<file path="src/rtl/hamming_encoder_tx_if.sv">
// Handshake bundle between a word source, the Hamming(7,4) encoder/FIFO and its consumer.
interface hamming_encoder_tx_if #(
  parameter int unsigned CNT_W = 8
);
  logic [3:0]       data_in;
  logic             in_valid;
  logic             in_ready;
  logic [2:0]       err_pos;
  logic [6:0]       out_code;
  logic             out_valid;
  logic             out_ready;
  logic [CNT_W-1:0] words_sent;
  logic             inj_pending;

  modport master (
    output data_in, in_valid, err_pos, out_ready,
    input  in_ready, out_code, out_valid, words_sent, inj_pending
  );

  modport slave (
    input  data_in, in_valid, err_pos, out_ready,
    output in_ready, out_code, out_valid, words_sent, inj_pending
  );
endinterface

</file>
<file path="src/rtl/hamming_encoder_tx.sv">
// Hamming(7,4) encoder with optional single-bit error injection, buffered in a small FIFO.
module hamming_encoder_tx #(
  parameter int unsigned DEPTH = 2,
  parameter int unsigned CNT_W = 8
) (
  input logic                clk,
  input logic                rst,
  hamming_encoder_tx_if.slave bus
);
  localparam int unsigned PTR_W = (DEPTH > 1) ? $clog2(DEPTH) : 1;
  localparam int unsigned OCC_W = PTR_W + 1;
  localparam int unsigned CODE_W = 7;
  localparam int unsigned ENT_W = CODE_W + 1;

  logic [ENT_W-1:0] mem_q [DEPTH];
  logic [ENT_W-1:0] mem_d [DEPTH];
  logic [PTR_W-1:0] wr_ptr_q, wr_ptr_d;
  logic [PTR_W-1:0] rd_ptr_q, rd_ptr_d;
  logic [OCC_W-1:0] occ_q, occ_d;
  logic [CNT_W-1:0] sent_q, sent_d;

  logic              full, empty, push, pop;
  logic              p1, p2, p4;
  logic [CODE_W-1:0] code_enc, inj_mask;
  logic [ENT_W-1:0]  entry;

  // Encode and inject at accept time; the stored flag marks injected entries.
  always_comb begin
    p1       = bus.data_in[0] ^ bus.data_in[1] ^ bus.data_in[3];
    p2       = bus.data_in[0] ^ bus.data_in[2] ^ bus.data_in[3];
    p4       = bus.data_in[1] ^ bus.data_in[2] ^ bus.data_in[3];
    code_enc = {bus.data_in[3], bus.data_in[2], bus.data_in[1], p4, bus.data_in[0], p2, p1};
    inj_mask = '0;
    if (bus.err_pos != 3'd0) begin
      inj_mask[bus.err_pos - 3'd1] = 1'b1;
    end
    entry = {(bus.err_pos != 3'd0), code_enc ^ inj_mask};
  end

  assign full  = (occ_q == OCC_W'(DEPTH));
  assign empty = (occ_q == '0);
  assign push  = bus.in_valid && !full && !rst;
  assign pop   = !empty && bus.out_ready;

  assign bus.in_ready    = !full && !rst;
  assign bus.out_valid   = !empty;
  assign bus.out_code    = empty ? '0 : mem_q[rd_ptr_q][CODE_W-1:0];
  assign bus.inj_pending = empty ? 1'b0 : mem_q[rd_ptr_q][ENT_W-1];
  assign bus.words_sent  = sent_q;

  always_comb begin
    for (int i = 0; i < int'(DEPTH); i++) begin
      mem_d[i] = mem_q[i];
    end
    wr_ptr_d = wr_ptr_q;
    rd_ptr_d = rd_ptr_q;
    occ_d    = occ_q;
    sent_d   = sent_q;

    if (push) begin
      mem_d[wr_ptr_q] = entry;
      wr_ptr_d        = wr_ptr_q + PTR_W'(1);
    end
    if (pop) begin
      rd_ptr_d = rd_ptr_q + PTR_W'(1);
      sent_d   = sent_q + CNT_W'(1);
    end
    // Occupancy holds when a push and a pop coincide.
    case ({push, pop})
      2'b10:   occ_d = occ_q + OCC_W'(1);
      2'b01:   occ_d = occ_q - OCC_W'(1);
      default: occ_d = occ_q;
    endcase
  end

  always_ff @(posedge clk) begin
    if (rst) begin
      for (int i = 0; i < int'(DEPTH); i++) begin
        mem_q[i] <= '0;
      end
      wr_ptr_q <= '0;
      rd_ptr_q <= '0;
      occ_q    <= '0;
      sent_q   <= '0;
    end else begin
      for (int i = 0; i < int'(DEPTH); i++) begin
        mem_q[i] <= mem_d[i];
      end
      wr_ptr_q <= wr_ptr_d;
      rd_ptr_q <= rd_ptr_d;
      occ_q    <= occ_d;
      sent_q   <= sent_d;
    end
  end
endmodule

</file>
<file path="src/flat_wrapper.sv">
// flat-port wrapper written by rule: the top's interface ports become plain ports
module hamming_encoder_tx_flat 
#(
  parameter int unsigned DEPTH = 2,
  parameter int unsigned CNT_W = 8
)
  (clk, rst, bus_data_in, bus_in_valid, bus_err_pos, bus_out_ready, bus_in_ready, bus_out_code, bus_out_valid, bus_words_sent, bus_inj_pending);
  hamming_encoder_tx_if #(.CNT_W(CNT_W)) bus_i ();
  input logic clk;
  input logic rst;
  input wire logic [$bits(bus_i.data_in)-1:0] bus_data_in;
  input wire logic [$bits(bus_i.in_valid)-1:0] bus_in_valid;
  input wire logic [$bits(bus_i.err_pos)-1:0] bus_err_pos;
  input wire logic [$bits(bus_i.out_ready)-1:0] bus_out_ready;
  output wire logic [$bits(bus_i.in_ready)-1:0] bus_in_ready;
  output wire logic [$bits(bus_i.out_code)-1:0] bus_out_code;
  output wire logic [$bits(bus_i.out_valid)-1:0] bus_out_valid;
  output wire logic [$bits(bus_i.words_sent)-1:0] bus_words_sent;
  output wire logic [$bits(bus_i.inj_pending)-1:0] bus_inj_pending;
  assign bus_i.data_in = bus_data_in;
  assign bus_i.in_valid = bus_in_valid;
  assign bus_i.err_pos = bus_err_pos;
  assign bus_i.out_ready = bus_out_ready;
  assign bus_in_ready = bus_i.in_ready;
  assign bus_out_code = bus_i.out_code;
  assign bus_out_valid = bus_i.out_valid;
  assign bus_words_sent = bus_i.words_sent;
  assign bus_inj_pending = bus_i.inj_pending;
  hamming_encoder_tx #(.DEPTH(DEPTH), .CNT_W(CNT_W)) u_core (.clk(clk), .rst(rst), .bus(bus_i));
endmodule
</file>
<file path="config.mk">
export PLATFORM = sky130hd
export DESIGN_NAME = hamming_encoder_tx_flat
export DESIGN_NICKNAME = d
export VERILOG_FILES = /design/src/rtl/hamming_encoder_tx_if.sv /design/src/rtl/hamming_encoder_tx.sv /design/src/flat_wrapper.sv
export SDC_FILE = /design/constraint.sdc
export NUM_CORES = 1
export LEC_CHECK = 0
export BUFFER_PORTS_ARGS = -buffer_cell sky130_fd_sc_hd__buf_4
export CORE_MARGIN = 2
export CORE_UTILIZATION = 56
export CTS_BUF_LIST = sky130_fd_sc_hd__clkbuf_2
export CTS_CLUSTER_DIAMETER = 60
export DETAILED_ROUTE_END_ITERATION = 10
export GPL_TIMING_DRIVEN = 0
export PLACE_DENSITY = 0.91
export SYNTH_ARGS = -nofsm -noshare
export SYNTH_HDL_FRONTEND = slang
export SYNTH_SLANG_ARGS = --single-unit
</file>
<file path="constraint.sdc">
create_clock -name clk -period 2.09 [get_ports clk]
set_input_delay 0.1045 -clock clk [delete_from_list [all_inputs] [get_ports clk]]
set_output_delay 0.1045 -clock clk [all_outputs]
set_load 0.01 [all_outputs]
</file>
* Yosys cells after proc, flatten, opt, wreduce, memory -nomap -nowiden *
Memories as Yosys holds them, arrays and structs flattened. A register that Yosys moved wholly into a read port is not among the register bits.
Index checks and enable logic that the tools add are counted.

word-level totals
  input port bits = 11
  bits in writable memories = 16
  word-level logic and storage cells = 57
  bits in registers = 12
  memory bits (read-only) = 0
  bits in latches = 0
  memories kept = 1
  output and inout bits = 18

operators by class
  $add $sub $neg = 6
  bitwise operators = 10
  multiply operators = 0
  shifts and indexed selects = 0
  equal/unequal tests = 3
  order comparisons = 4
  reductions and logical operators = 12
  multiplexer cells = 17
  divide/modulo/power cells = 0

memories
  memory        depth  bits a word  read ports  clocked after Yosys merged registers in  write ports  line                      RTL
  u_core.mem_q  2      8            3           1                                        2            hamming_encoder_tx.sv:15  logic [ENT_W-1:0] mem_q [DEPTH];

operators by type and width
  cell                                                         number
  2-to-1 mux 8 bit                                             3
  bitwise mux 16 bit                                           1
  2-to-1 mux 16 bit                                            1
  2-to-1 mux 7 bit                                             2
  adder 8 x 1 -> 8 bit (second input constant)                 1
  demux 8 bit (select 1 bit)                                   1
  2-to-1 mux 1 bit                                             7
  bitwise XOR 7 bit                                            1
  logical AND 1 bit                                            6
  bitwise XOR 1 bit                                            6
  == test 2 bit (second input constant)                        2
  less-than comparator 3 x 4 -> 1 bit (second input constant)  1
  case mux 2 bit (2 select lines)                              1
  demux 1 bit (select 3 bit)                                   1
  >= comparator 3 x 1 -> 1 bit (second input constant)         1
  zero test 1 bit                                              3
  nonzero test 3 bit                                           1
  subtractor 3 x 1 -> 3 bit (second input constant)            1
  adder 1 bit (second input constant)                          2
  adder 2 x 1 -> 2 bit (second input constant)                 1
  == test 2 x 1 -> 1 bit (second input constant)               1
  >= comparator 2 bit (second input constant)                  1
  zero test 2 bit                                              1
  less-than comparator 2 x 1 -> 1 bit (second input constant)  1
  4 further kinds                                              5

* Depth between registers and ports, before layout *
  word-level depth = 10
  mapped depth = 8
  mapped depth without buffers = 7

* Worst setup path before layout *
OpenSTA, ideal clock, no wires.

  path kind = register to register
  from = register u_core.occ_q[0]
  to = register u_core.occ_q[1]
  buffers on the path = 0
  data arrival time = 1.722 ns
  data required time = 2.020 ns
  path slack = 0.298 ns
  cell stages (with the launch flop) = 6
  cells stage by stage = dfxtp_1 > o21ai_1 > clkinv_1 > ha_1 > or3_1 > a21oi_1

between the ends
  elaborated cells between the ends (all ways) = 13

RTL lines
  item                                                                   line                      RTL
  start: declaration                                                     hamming_encoder_tx.sv:19  logic [OCC_W-1:0] occ_q, occ_d;
  start signal: assignment                                               hamming_encoder_tx.sv:83  occ_q <= '0;
  start signal: assignment                                               hamming_encoder_tx.sv:91  occ_q <= occ_d;
  zero test 2 bit (*)                                                    hamming_encoder_tx.sv:41  assign empty = (occ_q == '0);
  zero test 1 bit (*)                                                    hamming_encoder_tx.sv:43  assign pop = !empty && bus.out_ready;
  logical AND 1 bit (*)                                                  hamming_encoder_tx.sv:43
  named net u_core.pop                                                   hamming_encoder_tx.sv:22  logic full, empty, push, pop;
  == test 2 x 1 -> 1 bit or == test 2 bit (tied branches)                hamming_encoder_tx.sv:69  case ({push, pop})
  case mux 2 bit (2 select lines) or nonzero test 2 bit (tied branches)  --

Mark *: on every way through the listed nets, which the timed path passes. The rest lies on a longest branch.
A chain may end at the register's enable or synchronous reset.

* Worst setup path in the final report *
  from = register u_core.occ_q[1]
  to = register u_core.occ_q[1]

between the ends
  cells in the longest elaborated chain, start to end = 6
  elaborated cells between the ends (all ways) = 13

RTL lines
  item                                                                   line                      RTL
  == test 2 bit                                                          hamming_encoder_tx.sv:40  assign full = (occ_q == OCC_W'(DEPTH));
  zero test 1 bit                                                        hamming_encoder_tx.sv:42  assign push = bus.in_valid && !full && !rst;
  logical AND 1 bit (2 in a row)                                         hamming_encoder_tx.sv:42
  == test 2 x 1 -> 1 bit or == test 2 bit (tied branches)                hamming_encoder_tx.sv:69
  case mux 2 bit (2 select lines) or nonzero test 2 bit (tied branches)  --

Parallel ways exist; a longest one is shown, timed or not.

==> flow_summary.ini <==
[clock_tree]
cts_made_buffers = 5
cts_setup_buffers = 0
ctsHoldBuffers = 0
cts_tree = done
cts_buffer_depth = 2
cts_sinks = 29
clockRootBuffer = clkbuf_2
clk_pin_slew_ns = 0.14
clock_latency_ns = 0.36
htreeDepth = 2

[global_routing]
grt_antenna_before_repair = 0
grt_max_degree = 11
grtUsageTotal_pct = 22.7
grt_pass1_vias = 1170
grt_pass1_wl_mm = 4.73
grt-ovfl-total = 0

[setup_path]
slowest_delay_ns = 0.43
crit_type = reg2reg
crit_buf_inv = 0
path_cells = nor2b_1 > nor2_1 > nand2_1 > ha_1 > or3_1 > a21oi_1
crit_slowest_cell = dfxtp_1
cp_max_fo = 5
worstPathRequired_ns = 2.39
crit_family = simple AND/OR/NAND/NOR gates
cp.arrival_ns = 2.14
cp-end-kind = flop
critPathLaunchType = flop

[placement]
dpl.hpwl_mm = 2.33
placed_cell_area_um2 = 1700
post-place-ws_ns = -0.0183
gp_congestion = 0.780
io_buffers = 27

[synth]
synthArstFlopShare_pct = 0
ys.flop_type = dfxtp_1
netlist_instances = 168
synth_cell_types = 29
synth_largest_area_cell = dfxtp_1
synth_fp_nets = 183
syn-cell-area_um2 = 1460
synth_commonest_cells = dfxtp_1, nor2_1, xnor2_1
yosysTopAreaCellShare_pct = 39.8
ys_seq_area_share_pct = 39.8
yosysWarnings = 0
synth_area_leaders = dfxtp_1, nor2_1, xnor2_1, xor2_1, mux2i_1
ys_seq_elements = 29
synth_edf_count = 0
avgSynthCellArea_um2 = 8.69

[layout]
final_core_utilization_pct = 70.2
design_area_um2 = 1740
final_net_count = 217
drive_gt1_share_pct = 19.3
diodes = 0
syn2layout_area_growth_pct = 19.0
fill_cells = 197

[die]
die_h_um = 55.1
coreArea_um2 = 2480
rows = 18
pin_count = 29
start_util_pct = 58.9
fp.dieW_um = 55.1
die-area_um2 = 3030

[timing]
rsz0062_at_grt = false
setup_viol = 0
finalHoldViolCount = 0
holdWs_ns = 0.0355
min_period_ns = 1.84
period_share_pct = 88.1
drv_slew = 0
finClkSkew_ns = 0.00913
worst_slack_ns = 0.250
worstMarginPinSlew_ns = 0.637
relSlewSlack_pct = 57.4
fmax_mhz = 543

[route]
vias = 1297
ant_nets = 0
routedWlPerCell_um = 13.2
vias_per_cell = 5.59
drc = 0
first_iter_violations = 31
drt-pass1-iter-count = 4
totalWireLength_mm = 3.06

[power_and_ir_drop]
power.density_nw_per_um2 = 817
power_w = 0.00142
irDropWorstVdd_uv = 678
p_leak_nw = 0.693

[hold_path]
hold_path.class = in2reg

[run]
cap_violations = 0

[status]
status = finished clean
==> layout make-up <==
type	count	area, um2	share of cell area, %
Sequential cell	29	581	33.4
Inverter	6	22.5	1.30
Clock buffer	6	30.0	1.73
Clock inverter	1	3.75	0.216
Timing Repair Buffer	27	203	11.7
Buffer	8	32.5	1.87
Multi-Input combinational cell	125	828	47.7
Tap cell	30	37.5	2.16
==> what timing repair did <==
action,in CTS,in global routing
gates resized for setup,1,1
pin swaps,0,0
gates cloned,0,0
setup endpoints to repair,1,1
==> cells by family after synthesis <==
family / count (synthesis) / share of synthesized area, %
compound gates: 30 / 12.9
xor+xnor: 21 / 12.6
fa+ha+maj: 4 / 3.43
buf+inv: 14 / 3.77
flops: 29 / 39.8
mux: 8 / 5.48
simple gates: 62 / 22.0
==> final timing paths <==
check | depth (start not counted) | slack, ns | end | from
max | 6 | 0.25 | u_core.occ_q[1] | u_core.occ_q[1]
min | 3 | 0.04 | u_core.mem_q[1][7] | bus_err_pos[2]
max reg2reg | 6 | 0.25 | u_core.occ_q[1] | u_core.occ_q[1]
min reg2reg | 2 | 0.49 | u_core.mem_q[1][5] | u_core.mem_q[1][5]
==> worst reg2reg max path: stages, from the launching register on <==
cell and delay [ns]:
dfxtp_1 0.43, nor2b_1 0.37, nor2_1 0.11, nand2_1 0.08, ha_1 0.25, or3_1 0.39
a21oi_1 0.15
==> metal layers <==
metal	global-route usage [%]	up-vias	share of wire (%)
met5	0	-	0
met4	9.76	0	1.7
met3	7.26	7	5.6
met2	44.6	38	55
met1	21.0	610	38
li1	-	642	-
==> placed cells by master, fill, tap and decap left out, types with 2 or more instances in the layout <==
cell type / instances
xor2_1: 10
buf_4: 27
o21bai_1: 3
a21oi_1: 6
nand2b_1: 2
dfxtp_1: 29
ha_1: 4
buf_2: 2
nor3_1: 2
nand3b_1: 8
clkbuf_1: 6
inv_1: 5
mux2i_1: 8
clkbuf_2: 6
a211oi_1: 8
nor2_1: 29
nor2b_1: 3
or3_1: 3
nand4_1: 3
o21ai_0: 2
o21ai_1: 8
xnor2_1: 11
nand2_1: 7
==> through the flow <==
stage | TNS, ns | std cells
3_5_place_dp | -0.0183 | 225
6_report | 0 | 232
5_1_grt | 0 | 232
4_1_cts | 0 | 232
2_1_floorplan | 0 | 168
3_3_place_gp | 0 | 225
==> power breakdown <==
part	internal [W]	leakage, nW	switching (W)
Combinational	0.000216	0.430	0.000271
Sequential	0.000621	0.236	0.0000522
Clock	0.0000780	0.0265	0.000182
==> sequential cells by signal, summed over array words and instances, names as in the netlist, named ones only <==
register and cells:
u_core.rd_ptr_q 1, u_core.bus.words_sent 8, u_core.occ_q 2, u_core.wr_ptr_q 1, u_core.mem_q 16
Note: power is estimated with default switching activity, not from simulation.
